[src/rtl/cnn_pkg.sv]
`default_nettype none
// ============================================================================
// Module      : cnn_pkg
// Description : Shared lane width, saturation limits and lane arithmetic
//               helpers for the CNN datapath stages.
// Revision    : 1.0 - initial release
// ============================================================================
package cnn_pkg;

    // Default lane width of the bias, partial-sum and result buses
    localparam int DATA_W = 18;

    // Helpers work on a wide signed type so any accumulator up to this width fits
    localparam int WIDE_W = 64;

    localparam logic signed [WIDE_W-1:0] SAT_MAX = (64'sd1 <<< (DATA_W - 1)) - 64'sd1;
    localparam logic signed [WIDE_W-1:0] SAT_MIN = -(64'sd1 <<< (DATA_W - 1));

    // Sign-extend one lane value to the wide helper type
    function automatic logic signed [WIDE_W-1:0] sext_acc(input logic signed [DATA_W-1:0] v);
        return WIDE_W'(v);
    endfunction

    // Clamp to the lane range, then optionally zero negative results
    function automatic logic signed [WIDE_W-1:0] sat_relu(
        input logic signed [WIDE_W-1:0] value,
        input logic                     relu_en
    );
        logic signed [WIDE_W-1:0] r;
        if (value > SAT_MAX) begin
            r = SAT_MAX;
        end else if (value < SAT_MIN) begin
            r = SAT_MIN;
        end else begin
            r = value;
        end
        if (relu_en && (r < 0)) begin
            r = '0;
        end
        return r;
    endfunction

endpackage
`default_nettype wire

[src/rtl/bias_accum_stage_if.sv]
`default_nettype none
// ============================================================================
// Module      : bias_accum_stage_if
// Description : Bias bus, partial-sum input stream and result output stream
//               of the bias accumulation stage.
// Revision    : 1.0 - initial release
// ============================================================================
interface bias_accum_stage_if #(
    parameter int N_LANES = 16,
    parameter int DATA_W  = 18,
    parameter int PASS_W  = 2
);
    logic [N_LANES*DATA_W-1:0] bias_in;
    logic                      in_valid;
    logic                      in_ready;
    logic [N_LANES*DATA_W-1:0] in_data;
    logic                      out_valid;
    logic                      out_ready;
    logic [N_LANES*DATA_W-1:0] out_data;
    logic [PASS_W-1:0]         pass_cnt;

    modport master (
        output bias_in, in_valid, in_data, out_ready,
        input  in_ready, out_valid, out_data, pass_cnt
    );

    modport slave (
        input  bias_in, in_valid, in_data, out_ready,
        output in_ready, out_valid, out_data, pass_cnt
    );
endinterface
`default_nettype wire

[src/rtl/bias_accum_lane.sv]
`default_nettype none
// ============================================================================
// Module      : bias_accum_lane
// Description : One lane of the bias accumulator: ACC_W running sum plus the
//               saturated / ReLU result register.
// Revision    : 1.0 - initial release
// ============================================================================
module bias_accum_lane
    import cnn_pkg::*;
#(
    parameter int DATA_W  = cnn_pkg::DATA_W,
    parameter int ACC_W   = 24,
    parameter int RELU_EN = 1
) (
    input  wire logic                     clk,
    input  wire logic                     rst,
    input  wire logic                     i_first,
    input  wire logic                     i_last,
    input  wire logic                     i_accept,
    input  wire logic signed [DATA_W-1:0] i_bias,
    input  wire logic signed [DATA_W-1:0] i_data,
    output      logic signed [DATA_W-1:0] o_data
);

    logic signed [ACC_W-1:0]  acc_q, acc_d;
    logic signed [DATA_W-1:0] out_q, out_d;
    logic signed [ACC_W-1:0]  w_in_ext, w_bias_ext, w_sum;

    // Next accumulator / result: bias enters with the first beat only
    always_comb begin
        w_in_ext   = ACC_W'(sext_acc(i_data));
        w_bias_ext = ACC_W'(sext_acc(i_bias));
        w_sum      = i_first ? (w_in_ext + w_bias_ext) : (acc_q + w_in_ext);
        acc_d      = acc_q;
        out_d      = out_q;
        if (i_accept) begin
            acc_d = i_last ? '0 : w_sum;
            if (i_last) begin
                out_d = DATA_W'(sat_relu(WIDE_W'(w_sum), RELU_EN != 0));
            end
        end
    end

    // Lane state registers
    always_ff @(posedge clk) begin
        if (rst) begin
            acc_q <= '0;
            out_q <= '0;
        end else begin
            acc_q <= acc_d;
            out_q <= out_d;
        end
    end

    assign o_data = out_q;

endmodule
`default_nettype wire

[src/rtl/bias_accum_stage.sv]
`default_nettype none
// ============================================================================
// Module      : bias_accum_stage
// Description : Accumulates N_PASSES partial-sum beats per lane, adds the
//               lane bias once, saturates (optional ReLU) and streams the
//               result out on a valid/ready handshake.
// Revision    : 1.0 - initial release
// ============================================================================
module bias_accum_stage
    import cnn_pkg::*;
#(
    parameter int N_adder_tree = 16,
    parameter int DATA_W       = cnn_pkg::DATA_W,
    parameter int ACC_W        = 24,
    parameter int N_PASSES     = 4,
    parameter int RELU_EN      = 1
) (
    input wire logic          clk,
    input wire logic          rst,
    bias_accum_stage_if.slave bus
);

    localparam int PASS_W = (N_PASSES > 1) ? $clog2(N_PASSES) : 1;
    localparam logic [PASS_W-1:0] c_last_pass = PASS_W'(N_PASSES - 1);

    // Elaboration-time parameter sanity
    if (N_PASSES < 1) begin : g_bad_passes
        $error("bias_accum_stage: N_PASSES must be >= 1");
    end
    if (ACC_W < DATA_W + $clog2(N_PASSES + 1)) begin : g_bad_acc_w
        $error("bias_accum_stage: ACC_W too narrow for DATA_W and N_PASSES");
    end
    if (ACC_W > WIDE_W) begin : g_bad_acc_wide
        $error("bias_accum_stage: ACC_W exceeds helper width");
    end
    if (DATA_W != cnn_pkg::DATA_W) begin : g_bad_data_w
        $error("bias_accum_stage: DATA_W must match cnn_pkg::DATA_W");
    end

    logic [PASS_W-1:0] pass_cnt_q, pass_cnt_d;
    logic              out_valid_q, out_valid_d;
    logic              w_in_ready, w_accept, w_first, w_last;

    // Shared control: beat acceptance, pass counter and output valid
    always_comb begin
        w_in_ready  = !out_valid_q || bus.out_ready;
        w_accept    = bus.in_valid && w_in_ready;
        w_first     = (pass_cnt_q == '0);
        w_last      = (pass_cnt_q == c_last_pass);
        pass_cnt_d  = pass_cnt_q;
        out_valid_d = out_valid_q;
        if (out_valid_q && bus.out_ready) begin
            out_valid_d = 1'b0;
        end
        if (w_accept) begin
            if (w_last) begin
                pass_cnt_d  = '0;
                out_valid_d = 1'b1;
            end else begin
                pass_cnt_d = pass_cnt_q + 1'b1;
            end
        end
    end

    // Control state registers
    always_ff @(posedge clk) begin
        if (rst) begin
            pass_cnt_q  <= '0;
            out_valid_q <= 1'b0;
        end else begin
            pass_cnt_q  <= pass_cnt_d;
            out_valid_q <= out_valid_d;
        end
    end

    for (genvar i = 0; i < N_adder_tree; i++) begin : g_lane
        bias_accum_lane #(
            .DATA_W  (DATA_W),
            .ACC_W   (ACC_W),
            .RELU_EN (RELU_EN)
        ) u_lane (
            .clk      (clk),
            .rst      (rst),
            .i_first  (w_first),
            .i_last   (w_last),
            .i_accept (w_accept),
            .i_bias   (bus.bias_in[DATA_W*i +: DATA_W]),
            .i_data   (bus.in_data[DATA_W*i +: DATA_W]),
            .o_data   (bus.out_data[DATA_W*i +: DATA_W])
        );
    end

    assign bus.in_ready  = w_in_ready;
    assign bus.out_valid = out_valid_q;
    assign bus.pass_cnt  = pass_cnt_q;

endmodule
`default_nettype wire
[src/flat_wrapper.sv]
// flat-port wrapper written by rule: the top's interface ports become plain ports
module bias_accum_stage_flat import cnn_pkg::*;
#(
    parameter int N_adder_tree = 16,
    parameter int DATA_W       = cnn_pkg::DATA_W,
    parameter int ACC_W        = 24,
    parameter int N_PASSES     = 4,
    parameter int RELU_EN      = 1
)
  (clk, rst, bus_bias_in, bus_in_valid, bus_in_data, bus_out_ready, bus_in_ready, bus_out_valid, bus_out_data, bus_pass_cnt);
  bias_accum_stage_if #(.DATA_W(DATA_W)) bus_i ();
  input wire logic clk;
  input wire logic rst;
  input wire logic [$bits(bus_i.bias_in)-1:0] bus_bias_in;
  input wire logic [$bits(bus_i.in_valid)-1:0] bus_in_valid;
  input wire logic [$bits(bus_i.in_data)-1:0] bus_in_data;
  input wire logic [$bits(bus_i.out_ready)-1:0] bus_out_ready;
  output wire logic [$bits(bus_i.in_ready)-1:0] bus_in_ready;
  output wire logic [$bits(bus_i.out_valid)-1:0] bus_out_valid;
  output wire logic [$bits(bus_i.out_data)-1:0] bus_out_data;
  output wire logic [$bits(bus_i.pass_cnt)-1:0] bus_pass_cnt;
  assign bus_i.bias_in = bus_bias_in;
  assign bus_i.in_valid = bus_in_valid;
  assign bus_i.in_data = bus_in_data;
  assign bus_i.out_ready = bus_out_ready;
  assign bus_in_ready = bus_i.in_ready;
  assign bus_out_valid = bus_i.out_valid;
  assign bus_out_data = bus_i.out_data;
  assign bus_pass_cnt = bus_i.pass_cnt;
  bias_accum_stage #(.N_adder_tree(N_adder_tree), .DATA_W(DATA_W), .ACC_W(ACC_W), .N_PASSES(N_PASSES), .RELU_EN(RELU_EN)) u_core (.clk(clk), .rst(rst), .bus(bus_i));
endmodule
[config.mk]
export PLATFORM = sky130hd
export DESIGN_NAME = bias_accum_stage_flat
export DESIGN_NICKNAME = d
export VERILOG_FILES = /design/src/rtl/cnn_pkg.sv /design/src/rtl/bias_accum_stage_if.sv /design/src/rtl/bias_accum_lane.sv /design/src/rtl/bias_accum_stage.sv /design/src/flat_wrapper.sv
export SDC_FILE = /design/constraint.sdc
export NUM_CORES = 2
export LEC_CHECK = 0
export CAP_MARGIN = 20
export CELL_PAD_IN_SITES_DETAIL_PLACEMENT = 1
export CELL_PAD_IN_SITES_GLOBAL_PLACEMENT = 1
export CORE_MARGIN = 2
export CORE_UTILIZATION = 46
export DETAILED_ROUTE_END_ITERATION = 6
export GPL_TIMING_DRIVEN = 0
export HOLD_SLACK_MARGIN = 0.03
export PLACE_DENSITY = 0.95
export REMOVE_ABC_BUFFERS = 1
export SLEW_MARGIN = 20
export SYNTH_ARGS = -nofsm -noshare
export SYNTH_HDL_FRONTEND = slang
export SYNTH_HIERARCHICAL = 1
export SYNTH_SLANG_ARGS = --single-unit
[constraint.sdc]
create_clock -name clk -period 11.2 [get_ports clk]
set_input_delay 1.68 -clock clk [delete_from_list [all_inputs] [get_ports clk]]
set_output_delay 1.68 -clock clk [all_outputs]
set_load 0.02 [all_outputs]
==> impl_metrics.env <==
export IMPL_synth_xor_area_share_pct=5.88
export IMPL_dieArea_mm2=0.148
export IMPL_first_iter_violations=5725
export IMPL_htree_levels=3
export IMPL_cts_clk_slew_worst_paths_ns=0.07
export IMPL_area_delta_synth_final_pct=18.6
export IMPL_path_depth=15
export IMPL_synth_fa_ha_area_share_pct=13.6
export IMPL_core_area_mm2=0.143
export IMPL_synthCells=8437
export IMPL_worst_path_max_fanout=62
export IMPL_overflow=0
export IMPL_cts_buffers=85
export IMPL_cts_resized_gates=0
export IMPL_holdPathStages=2
export IMPL_setup_viol=0
export IMPL_grtUsageTotal_pct=36.8
export IMPL_ant_nets=0
export IMPL_synth_flop_cell="dfxtp_1"
export IMPL_synth_top_family_by_area="compound AO/OA/AOI/OAI gates"
export IMPL_syn_area_per_cell_um2=7.88
export IMPL_p_per_area_mw_per_mm2=137
export IMPL_critPathLaunch="u_core/bus.pass_cnt[0]$_SDFFE_PP0P_"
export IMPL_synth_top_area_share_pct=20.3
export IMPL_synthSimpleGateAreaFrac_pct=20.6
export IMPL_ys_types=138
export IMPL_p_leak_uw=0.0317
export IMPL_worstPathArrival_ns=7.26
export IMPL_die_height_um=384
export IMPL_finalCritPeriodShare_pct=59.0
export IMPL_gp_congestion=1.01
export IMPL_status="completed"
export IMPL_yosysWarnings=6
export IMPL_dp_cells=10830
export IMPL_reg2reg_setup_slack_ns=4.60
export IMPL_synth_top_area_cell="dfxtp_1"
export IMPL_cts_tree="yes"
export IMPL_clockBufferDepth=3
export IMPL_finalWirelength_um=285000
export IMPL_clk_latency_ns=0.73
export IMPL_slew_headroom_pct=28.7
export IMPL_yosysSeqAreaShare_pct=20.3
export IMPL_cp_end_kind="flop"
export IMPL_ys_ff_latch=675
export IMPL_grt_pass1_wl_um=436000
export IMPL_hold_viol=0
export IMPL_worst_r2r_cell_count=15
export IMPL_cts_root_buf="clkbuf_16"
export IMPL_postCtsSetupBuffers=0
export IMPL_finClkSkew_ns=0.0410
export IMPL_via_count=72816
export IMPL_hold_buffers=0
export IMPL_dr_pass1_iters=6
export IMPL_final_core_util_pct=55.0
export IMPL_min_from="u_core/g_lane[9].u_lane/o_data[16]$_SDFFE_PP0P_"
export IMPL_drv_cap=0
export IMPL_path_buf_inv=5
export IMPL_cp_slowest_cell="ha_4"
export IMPL_io_pins=872
export IMPL_critPathRequiredTime_ns=11.85
export IMPL_syn_area_mm2=0.0665
export IMPL_slowest_delay_ns=0.73
export IMPL_drt_wirelength_per_cell_um=25.9
export IMPL_portBuffers=871
export IMPL_hold_end="u_core/g_lane[9].u_lane/o_data[16]$_SDFFE_PP0P_"
export IMPL_synthTopCellsByArea="dfxtp_1, ha_1, a21oi_1, nor2_1, nand2_1"
export IMPL_detailed_place_hpwl_um=215000
export IMPL_antenna_found_initial=46
export IMPL_report_final_slew_viol_count=0
export IMPL_path_cells="inv_1, ha_4, buf_16, buf_16, buf_12, clkinv_1, nor3_1, mux2i_1, nand4_1, nand3_1, or4_1, ha_1, nor2b_2, a21oi_1, a211oi_2"
export IMPL_rows=139
export IMPL_hold_path_class="reg -> reg"
export IMPL_crit_type="reg -> reg"
export IMPL_fmax_mhz=151
export IMPL_worst_slew_pin_transition_ns=1.07
export IMPL_r2r_start="u_core/bus.pass_cnt[0]$_SDFFE_PP0P_"
export IMPL_synth_compound_area_share_pct=31.9
export IMPL_drive_gt1_share_pct=7.29
export IMPL_synth_edf_count=0
export IMPL_startpoint_type="flop"
export IMPL_path_common_cell="buf_16"
export IMPL_drc=0
export IMPL_vias_per_cell=6.61
export IMPL_grt_pass1_vias=75892
export IMPL_synth_async_reset_ratio_pct=0
export IMPL_rsz0062_at_grt="false"
export IMPL_grt_max_degree=106
export IMPL_peakVddDrop_v=0.000124
export IMPL_yosys_mux_area_fraction_pct=2.40
export IMPL_cts_sinks=675
export IMPL_reg2reg_to="u_core/g_lane[6].u_lane/o_data[7]$_SDFFE_PP0P_"
export IMPL_start_util_pct=46.3
export IMPL_fin_cells=11024
export IMPL_die_w_um=384
export IMPL_nNetsFinal=10302
export IMPL_period_needed_ns=6.60
export IMPL_cp_top_family="simple AND/OR/NAND/NOR gates"
==> state kept, by name, summed over array words and instances (netlist names) <==
signal	flops
u_core/g_lane.u_lane/acc_q	384
u_core/g_lane.u_lane/o_data	288
u_core/bus.pass_cnt	2
u_core/bus.out_valid	1
==> where the power goes <==
part / internal, uW / total, uW / switching [uW]
clock network: 1720 / 2980 / 1260
logic: 1880 / 5130 / 3250
registers: 2590 / 2720 / 130
total: 6190 / 10800 / 4640
==> placed cells by master, fill, tap and decap left out, types with 46 or more instances in the layout <==
| cell | synthesis | layout |
|---|---|---|
| clkbuf_16 | 0 | 86 |
| nand2b_1 | 132 | 132 |
| nand2_1 | 631 | 631 |
| mux2i_1 | 123 | 123 |
| a211o_1 | 48 | 48 |
| ha_1 | 674 | 672 |
| a31oi_1 | 96 | 96 |
| a211oi_2 | 127 | 127 |
| dfxtp_1 | 675 | 675 |
| nand3_1 | 182 | 182 |
| o21ai_0 | 369 | 369 |
| a21oi_1 | 941 | 938 |
| and2_1 | 45 | 51 |
| or4_1 | 52 | 52 |
| nor2_1 | 980 | 962 |
| nor2b_1 | 126 | 115 |
| clkdlybuf4s50_1 | 0 | 870 |
| a21o_1 | 186 | 186 |
| a22oi_1 | 257 | 257 |
| xnor2_1 | 203 | 203 |
| nand4_1 | 119 | 119 |
| or3_1 | 46 | 46 |
| inv_1 | 249 | 249 |
| o21bai_1 | 48 | 48 |
| nor3_1 | 125 | 125 |
| o21a_1 | 131 | 131 |
| xor2_1 | 227 | 227 |
| and3_1 | 85 | 85 |
| a211oi_1 | 107 | 107 |
| o211ai_1 | 124 | 124 |
==> cells in the mapped netlist (33+ instances only) <==
| master | n |
|---|---|
| a211o_1 | 48 |
| a211oi_1 | 107 |
| a211oi_2 | 127 |
| a21boi_0 | 33 |
| a21o_1 | 186 |
| a21oi_1 | 941 |
| a22oi_1 | 257 |
| a2bb2oi_1 | 37 |
| a311oi_1 | 37 |
| a31oi_1 | 96 |
| and2_1 | 45 |
| and3_1 | 85 |
| buf_4 | 59 |
| buf_6 | 47 |
| clkbuf_1 | 219 |
| dfxtp_1 | 675 |
| ha_1 | 674 |
| inv_1 | 249 |
| mux2i_1 | 123 |
| nand2_1 | 631 |
| nand2b_1 | 132 |
| nand3_1 | 182 |
| nand4_1 | 119 |
| nor2_1 | 980 |
| nor2b_1 | 126 |
| nor3_1 | 125 |
| o211ai_1 | 124 |
| o21a_1 | 131 |
| o21ai_0 | 369 |
| o21bai_1 | 48 |
| or3_1 | 46 |
| or4_1 | 52 |
| xnor2_1 | 203 |
| xor2_1 | 227 |
==> through the flow <==
stage / power, uW / setup TNS, ns / setup WS, ns / hold WS (ns) / instance area (um2)
finish: 10800 / 0 / 4.60 / 0.465 / 78900
global route: 11300 / 0 / 4.51 / 0.480 / 78800
CTS: 10700 / 0 / 4.64 / 0.465 / 78700
detailed placement: 7630 / 0 / 4.10 / 0.451 / 75800
global placement: 7600 / - / -19.76 / 0.445 / 75200
floorplan: 6170 / -2097.21 / -5.70 / 0.439 / 64100
==> metal layers <==
| metal | track usage (%) | vias up | wire length [um] |
|---|---|---|---|
| li1 | - | 32618 | - |
| met3 | 7.76 | 1034 | 22000 |
| met1 | 43.0 | 35764 | 111000 |
| met4 | 21.0 | 34 | 17600 |
| met2 | 62.0 | 3366 | 134000 |
| met5 | 0 | - | 224 |
==> cells by family (layout without fill, tap and decap cells) <==
kind of cell / after synthesis / in the layout
compound gates: 3001 / 3001
fa+ha+maj: 706 / 706
mux: 155 / 155
simple gates: 2779 / 2779
flops: 675 / 675
other cells: 0 / 37
xor+xnor: 439 / 439
buf+inv: 682 / 1329
==> layout make-up <==
class	instances	area (um2)
sequential	675	13500
fill	17306	64600
timing repair buffer	899	9340
clock inverter	35	458
inverter	275	1030
antenna	37	92.6
multi-input combinational	7080	49600
tap	1903	2380
clock buffer	120	2450
==> worst max path at each step <==
| stage | slack, ns | to |
|---|---|---|
| floorplan | -5.70 | u_core/g_lane[10].u_lane/o_data[15]$_SDFFE_PP0P_ |
| global placement | -19.76 | u_core/g_lane[9].u_lane/o_data[2]$_SDFFE_PP0P_ |
| detailed placement | 4.10 | u_core/g_lane[14].u_lane/o_data[15]$_SDFFE_PP0P_ |
| CTS | 4.64 | u_core/g_lane[6].u_lane/o_data[7]$_SDFFE_PP0P_ |
| global route | 4.51 | u_core/g_lane[6].u_lane/o_data[7]$_SDFFE_PP0P_ |
| finish | 4.60 | u_core/g_lane[6].u_lane/o_data[7]$_SDFFE_PP0P_ |
==> tightest hold or removal path: stages, from the launching register on <==
cell	delay, ns
dfxtp_1	0.33
nand2_1	0.05
nand3_1	0.06
(Power assumes the default switching activity.)
